## config.mk

```make
export PLATFORM = sky130hd
export DESIGN_NAME = mc_controller
export DESIGN_NICKNAME = d
export VERILOG_FILES = /design/src/rtl/mips_pkg.sv /design/src/rtl/mc_controller.sv
export SDC_FILE = /design/constraint.sdc
export NUM_CORES = 1
export LEC_CHECK = 0
export BUFFER_PORTS_ARGS = -buffer_cell sky130_fd_sc_hd__buf_2
export CORE_MARGIN = 2
export CORE_UTILIZATION = 47
export DETAILED_ROUTE_END_ITERATION = 10
export PLACE_DENSITY = 0.81
export SYNTH_ARGS = -nofsm -noshare
export SYNTH_HDL_FRONTEND = slang
export SYNTH_SLANG_ARGS = --single-unit
```

## constraint.sdc

```tcl
create_clock -name clk -period 1.8 [get_ports clk]
set_input_delay 0.18 -clock clk [delete_from_list [all_inputs] [get_ports clk]]
set_output_delay 0.18 -clock clk [all_outputs]
set_load 0.02 [all_outputs]
```

## src/rtl/mips_pkg.sv

```systemverilog
// Shared definitions for the multicycle MIPS control path: FSM state type,
// opcode values, ALU operation codes and datapath mux encodings.
// Optional feature macro: MC_CONTROLLER_JUMP_EN (adds the j instruction).
package mips_pkg;

  // Controller states; JUMP exists only when the jump feature is built in.
  typedef enum logic [3:0] {
    S_FETCH,
    S_DECODE,
    S_MEMADR,
    S_MEMRD,
    S_MEMWB,
    S_MEMWR,
    S_EXECUTE,
    S_ALUWB,
    S_BRANCH,
    S_ADDIEXEC,
    S_ADDIWB
`ifdef MC_CONTROLLER_JUMP_EN
    , S_JUMP
`endif
  } state_e;

  // Opcodes (instr[31:26])
  localparam logic [5:0] OP_RTYPE = 6'b000000;
  localparam logic [5:0] OP_LW    = 6'b100011;
  localparam logic [5:0] OP_SW    = 6'b101011;
  localparam logic [5:0] OP_BEQ   = 6'b000100;
  localparam logic [5:0] OP_ADDI  = 6'b001000;
  localparam logic [5:0] OP_J     = 6'b000010;

  // ALU operation requests to the ALU decoder
  localparam logic [1:0] ALUOP_ADD   = 2'b00;
  localparam logic [1:0] ALUOP_SUB   = 2'b01;
  localparam logic [1:0] ALUOP_FUNCT = 2'b10;

  // ALU B operand select
  localparam logic [1:0] ALUSRCB_RT    = 2'b00;
  localparam logic [1:0] ALUSRCB_FOUR  = 2'b01;
  localparam logic [1:0] ALUSRCB_IMM   = 2'b10;
  localparam logic [1:0] ALUSRCB_IMMSH = 2'b11;

  // PC source select
  localparam logic [1:0] PCSRC_ALU    = 2'b00;
  localparam logic [1:0] PCSRC_ALUOUT = 2'b01;
  localparam logic [1:0] PCSRC_JUMP   = 2'b10;

  // True when the opcode is decoded by this build of the controller.
  function automatic logic op_supported(input logic [5:0] op);
    logic ok;
    ok = (op == OP_LW) || (op == OP_SW) || (op == OP_RTYPE) ||
         (op == OP_BEQ) || (op == OP_ADDI);
`ifdef MC_CONTROLLER_JUMP_EN
    ok = ok || (op == OP_J);
`endif
    return ok;
  endfunction

endpackage

```

## src/rtl/mc_controller.sv

```systemverilog
// Multicycle MIPS control FSM. Sequences fetch/decode/execute/memory/writeback,
// drives datapath enables and mux selects, stalls on memory via mem_ready and
// counts retired instructions.
// Optional feature macro: MC_CONTROLLER_JUMP_EN (adds the JUMP state for op 000010;
// without it that opcode is reported as illegal).
module mc_controller
  import mips_pkg::*;
#(
  parameter int CNT_W = 32
) (
  input  logic             clk,
  input  logic             reset_n,
  input  logic [5:0]       op,
  input  logic             mem_ready,
  output logic             mem_req,
  output logic             memwrite,
  output logic             iord,
  output logic             irwrite,
  output logic             pcwrite,
  output logic             branch,
  output logic [1:0]       pcsrc,
  output logic             alusrca,
  output logic [1:0]       alusrcb,
  output logic [1:0]       aluop,
  output logic             regdst,
  output logic             memtoreg,
  output logic             regwrite,
  output logic             retire,
  output logic             illegal_op,
  output logic [CNT_W-1:0] instr_count
);

  state_e           state_q, state_d;
  logic [CNT_W-1:0] cnt_q, cnt_d;

  // State register; reset returns to FETCH and drops any in-flight access.
  always_ff @(posedge clk) begin
    if (!reset_n) state_q <= S_FETCH;
    else          state_q <= state_d;
  end

  // Next-state selection; mem_ready only matters in the memory-access states.
  always_comb begin
    state_d = state_q;
    case (state_q)
      S_FETCH:    if (mem_ready) state_d = S_DECODE;
      S_DECODE: begin
        case (op)
          OP_LW, OP_SW: state_d = S_MEMADR;
          OP_RTYPE:     state_d = S_EXECUTE;
          OP_BEQ:       state_d = S_BRANCH;
          OP_ADDI:      state_d = S_ADDIEXEC;
`ifdef MC_CONTROLLER_JUMP_EN
          OP_J:         state_d = S_JUMP;
`endif
          default:      state_d = S_FETCH;
        endcase
      end
      S_MEMADR:   state_d = (op == OP_LW) ? S_MEMRD : S_MEMWR;
      S_MEMRD:    if (mem_ready) state_d = S_MEMWB;
      S_MEMWB:    state_d = S_FETCH;
      S_MEMWR:    if (mem_ready) state_d = S_FETCH;
      S_EXECUTE:  state_d = S_ALUWB;
      S_ALUWB:    state_d = S_FETCH;
      S_BRANCH:   state_d = S_FETCH;
      S_ADDIEXEC: state_d = S_ADDIWB;
      S_ADDIWB:   state_d = S_FETCH;
`ifdef MC_CONTROLLER_JUMP_EN
      S_JUMP:     state_d = S_FETCH;
`endif
      default:    state_d = S_FETCH;
    endcase
  end

  // Moore control outputs per state, with mem_ready gating the FETCH loads and
  // the store retire; everything is held at 0 while reset is asserted.
  always_comb begin
    mem_req    = 1'b0;
    memwrite   = 1'b0;
    iord       = 1'b0;
    irwrite    = 1'b0;
    pcwrite    = 1'b0;
    branch     = 1'b0;
    pcsrc      = PCSRC_ALU;
    alusrca    = 1'b0;
    alusrcb    = ALUSRCB_RT;
    aluop      = ALUOP_ADD;
    regdst     = 1'b0;
    memtoreg   = 1'b0;
    regwrite   = 1'b0;
    retire     = 1'b0;
    illegal_op = 1'b0;
    case (state_q)
      S_FETCH: begin
        mem_req = 1'b1;
        alusrcb = ALUSRCB_FOUR;
        irwrite = mem_ready;
        pcwrite = mem_ready;
      end
      S_DECODE: begin
        alusrcb    = ALUSRCB_IMMSH;
        illegal_op = !op_supported(op);
      end
      S_MEMADR: begin
        alusrca = 1'b1;
        alusrcb = ALUSRCB_IMM;
      end
      S_MEMRD: begin
        mem_req = 1'b1;
        iord    = 1'b1;
      end
      S_MEMWB: begin
        regwrite = 1'b1;
        memtoreg = 1'b1;
        retire   = 1'b1;
      end
      S_MEMWR: begin
        mem_req  = 1'b1;
        iord     = 1'b1;
        memwrite = 1'b1;
        retire   = mem_ready;
      end
      S_EXECUTE: begin
        alusrca = 1'b1;
        aluop   = ALUOP_FUNCT;
      end
      S_ALUWB: begin
        regdst   = 1'b1;
        regwrite = 1'b1;
        retire   = 1'b1;
      end
      S_BRANCH: begin
        alusrca = 1'b1;
        aluop   = ALUOP_SUB;
        branch  = 1'b1;
        pcsrc   = PCSRC_ALUOUT;
        retire  = 1'b1;
      end
      S_ADDIEXEC: begin
        alusrca = 1'b1;
        alusrcb = ALUSRCB_IMM;
      end
      S_ADDIWB: begin
        regwrite = 1'b1;
        retire   = 1'b1;
      end
`ifdef MC_CONTROLLER_JUMP_EN
      S_JUMP: begin
        pcsrc   = PCSRC_JUMP;
        pcwrite = 1'b1;
        retire  = 1'b1;
      end
`endif
      default: ;
    endcase
    if (!reset_n) begin
      mem_req    = 1'b0;
      memwrite   = 1'b0;
      iord       = 1'b0;
      irwrite    = 1'b0;
      pcwrite    = 1'b0;
      branch     = 1'b0;
      pcsrc      = PCSRC_ALU;
      alusrca    = 1'b0;
      alusrcb    = ALUSRCB_RT;
      aluop      = ALUOP_ADD;
      regdst     = 1'b0;
      memtoreg   = 1'b0;
      regwrite   = 1'b0;
      retire     = 1'b0;
      illegal_op = 1'b0;
    end
  end

  // Retired-instruction count, wrapping naturally at 2^CNT_W.
  always_comb begin
    cnt_d = cnt_q;
    if (retire) cnt_d = cnt_q + CNT_W'(1);
  end

  // Counter register; the new value is visible the cycle after retire.
  always_ff @(posedge clk) begin
    if (!reset_n) cnt_q <= '0;
    else          cnt_q <= cnt_d;
  end

  assign instr_count = cnt_q;

endmodule

```

==> results.ini <==
[setup_path]
worstSetupPathType=register to register
critPathArrivalTime_ps=2110
start_kind=register
required_ps=2020
rr_worst_depth=7
cp_max_fo=4
cp-end-kind=register

[cts]
cts_tree=built
cts_made_buffers=5
clock_latency_ps=290
cts_buffer_depth=2
root_buffer=clkbuf_8
cts_max_level=2
clk_pin_slew_ps=70
cts.sink_count=36

[route]
drtIter0Drc=298
wl_per_cell_um=15.0
wl_mm=6.23
viasPerCell=5.81
vias=2412
first_pass_iters=5
drc_errors=0
ant_nets=0

[final_layout]
antennaDiodeCount=0
fin_nets=375
stdcell_area_sq_um=2950
fillers=333
seq_area_sq_um=733
multi_input_area_sq_um=1390
area_growth_syn_to_layout_pct=42.0
drive_gt1_share_pct=42.7
final_util_pct=68.8

[yosys]
seq_area_frac_synth_pct=34.7
synth_cell_types=47
yosys.area.top_type=dfxtp_1
synth_nets=278
syn_area_sq_um=2080
yosysWarnings=0
synth_edf_count=0
ys_ff_latch=36
synth_area_leaders=dfxtp_1 (35%), xor2_1 (7.2%), nor2_1 (6.9%)
synth_cells=268
synth_flop_cell=dfxtp_1
syn_avg_cell_area_sq_um=7.76
async_flop_share_pct=0
synth_top_area_share_pct=34.7

[power]
p_leak_nw=1.29
vdd_ir_drop_max_mv=0.353
total_power_mw=1.44
p_per_area_nw_per_um2=486

[timing]
setup_viol=3
fmax_mhz=529
tns_ps=-146
rsz0062_at_grt=true
setup_ws_ps=-90.0
fin_crit_ps=1890
min_period_over_period_pct=105
final-hold-violation-count=0
fin_skew_ps=6.35
slew_viol_final=0

[min_path]
holdPathStages=3
min_path_type=input pin to register

[global_route]
grt_max_degree=19
grt_pass1_vias=2089
grt_pass1_wl_mm=9.34
track_usage_pct=23.2
antenna_found_initial=0
grt.overflow.total=0

[die]
rows=24
coreArea_sq_um=4290
dieWidth_um=70.5
die_h_um=70.5
ios=59
dieArea_sq_um=4970
start_util_pct=48.4

[flow_run]
cap_violations=0

[outcome]
status=finished, violations left
failed_checks=negative setup slack

[placement]
place_congestion=0.891
place_area_sq_um=2660
portBuffers=57
dp_hpwl_mm=4.13

[registers in the layout, indices dropped and copies added (netlist names)]
signal,count
instr_count,32
state_q,4
[stage by stage]
stage | hold slack (ps) | instances | setup slack [ps]
finish | 213 | 415 | -90.0
global route | 229 | 415 | -159
CTS | 207 | 408 | -37.2
detailed placement | 483 | 399 | 3.74
global placement | 476 | 399 | 64.9
floorplan | 328 | 268 | -138
[per-layer routing]
metal	vias up	track usage, %	routed length, um
met3	14	5.63	375
met4	0	7.91	76
met5	-	0	0
met1	1129	30.7	2750
met2	100	37.2	3030
li1	1169	-	-
[cells in the mapped netlist (all sizes together), types with 2 or more instances]
library cell,instances
clkbuf,11
buf,5
inv,7
nor2,39
or3,12
nand3,12
o21ai,19
o31ai,3
nor3,7
and2,3
nand2,21
dfxtp,36
and3,4
nand4,6
o2111ai,8
a21oi,16
o311ai,2
o21a,6
or4,3
nand2b,5
nor4,7
o211ai,5
xor2,17
[path summary, 6_finish.rpt]
check	startpoint	end	slack, ps
worst min-delay path	op[3]	state_q[0]	210
worst max-delay path	state_q[0]	instr_count[31]	-90
worst max register to register	state_q[0]	instr_count[31]	-90
worst min register to register	instr_count[30]	instr_count[30]	500
[what timing repair did]
item / CTS / global route
setup buffers: 4 / 6
cloned: 0 / 1
gates resized for setup: 10 / 20
pin swaps: 1 / 8
setup endpoints to repair: 4 / 18
hold buffers: 0 / 0
[worst max-delay path: stages (launching register included)]
cell and delay (ps):
dfxtp_2 330, or2_1 240, a211oi_2 180, buf_4 190, buf_12 120, o211ai_1 100, or4_1 490, a21oi_2 180
[area by class of cell]
class / count / area share [%]
Timing Repair Buffer: 105 / 22.6
Tap cell: 52 / 2.20
Sequential cell: 36 / 24.8
Clock buffer: 5 / 2.33
Multi-Input combinational cell: 210 / 47.2
Inverter: 7 / 0.890
[report_power, final]
part,total (mW),internal (mW),leakage (nW),switching [mW]
registers,0.800,0.798,0.295,0.00142
clock network,0.518,0.249,0.0359,0.269
logic,0.119,0.0425,0.962,0.0764
total,1.44,1.09,1.29,0.346
[logic make-up (layout without fill, tap and decap cells)]
kind of cell,Yosys count,after routing,share of synthesized area [%]
AOI/OAI and AO/OA,66,67,21.0
xor gates and xnor gates,18,18,7.58
adders and majority gates,1,1,0.602
buffers and inverters,23,117,5.23
DFF,36,36,34.7
other,1,1,0.180
and+or+nand+nor,123,123,30.7
[cell usage in the layout (no fill, tap or decap), types with 2 or more instances in the layout]
master     instances
buf_2             55
buf_4             48
nor2_1            33
dfxtp_1           26
nand2_1           19
xor2_1            17
o21ai_0           16
nand3_1           12
a21oi_1           10
dfxtp_2           10
or3_1              9
nor3_1             7
o2111ai_1          7
inv_1              6
nor2_2             6
o21a_1             6
a21oi_2            6
nand4_1            5
clkbuf_8           5
nand2b_1           4
nor4_1             4
and3_1             4
o211ai_1           4
o31ai_1            3
or3_4              3
nand2_2            2
and2_1             2
nor4_4             2
or4_1              2
o21ai_2            2
Power figures use the tool's default switching activity.
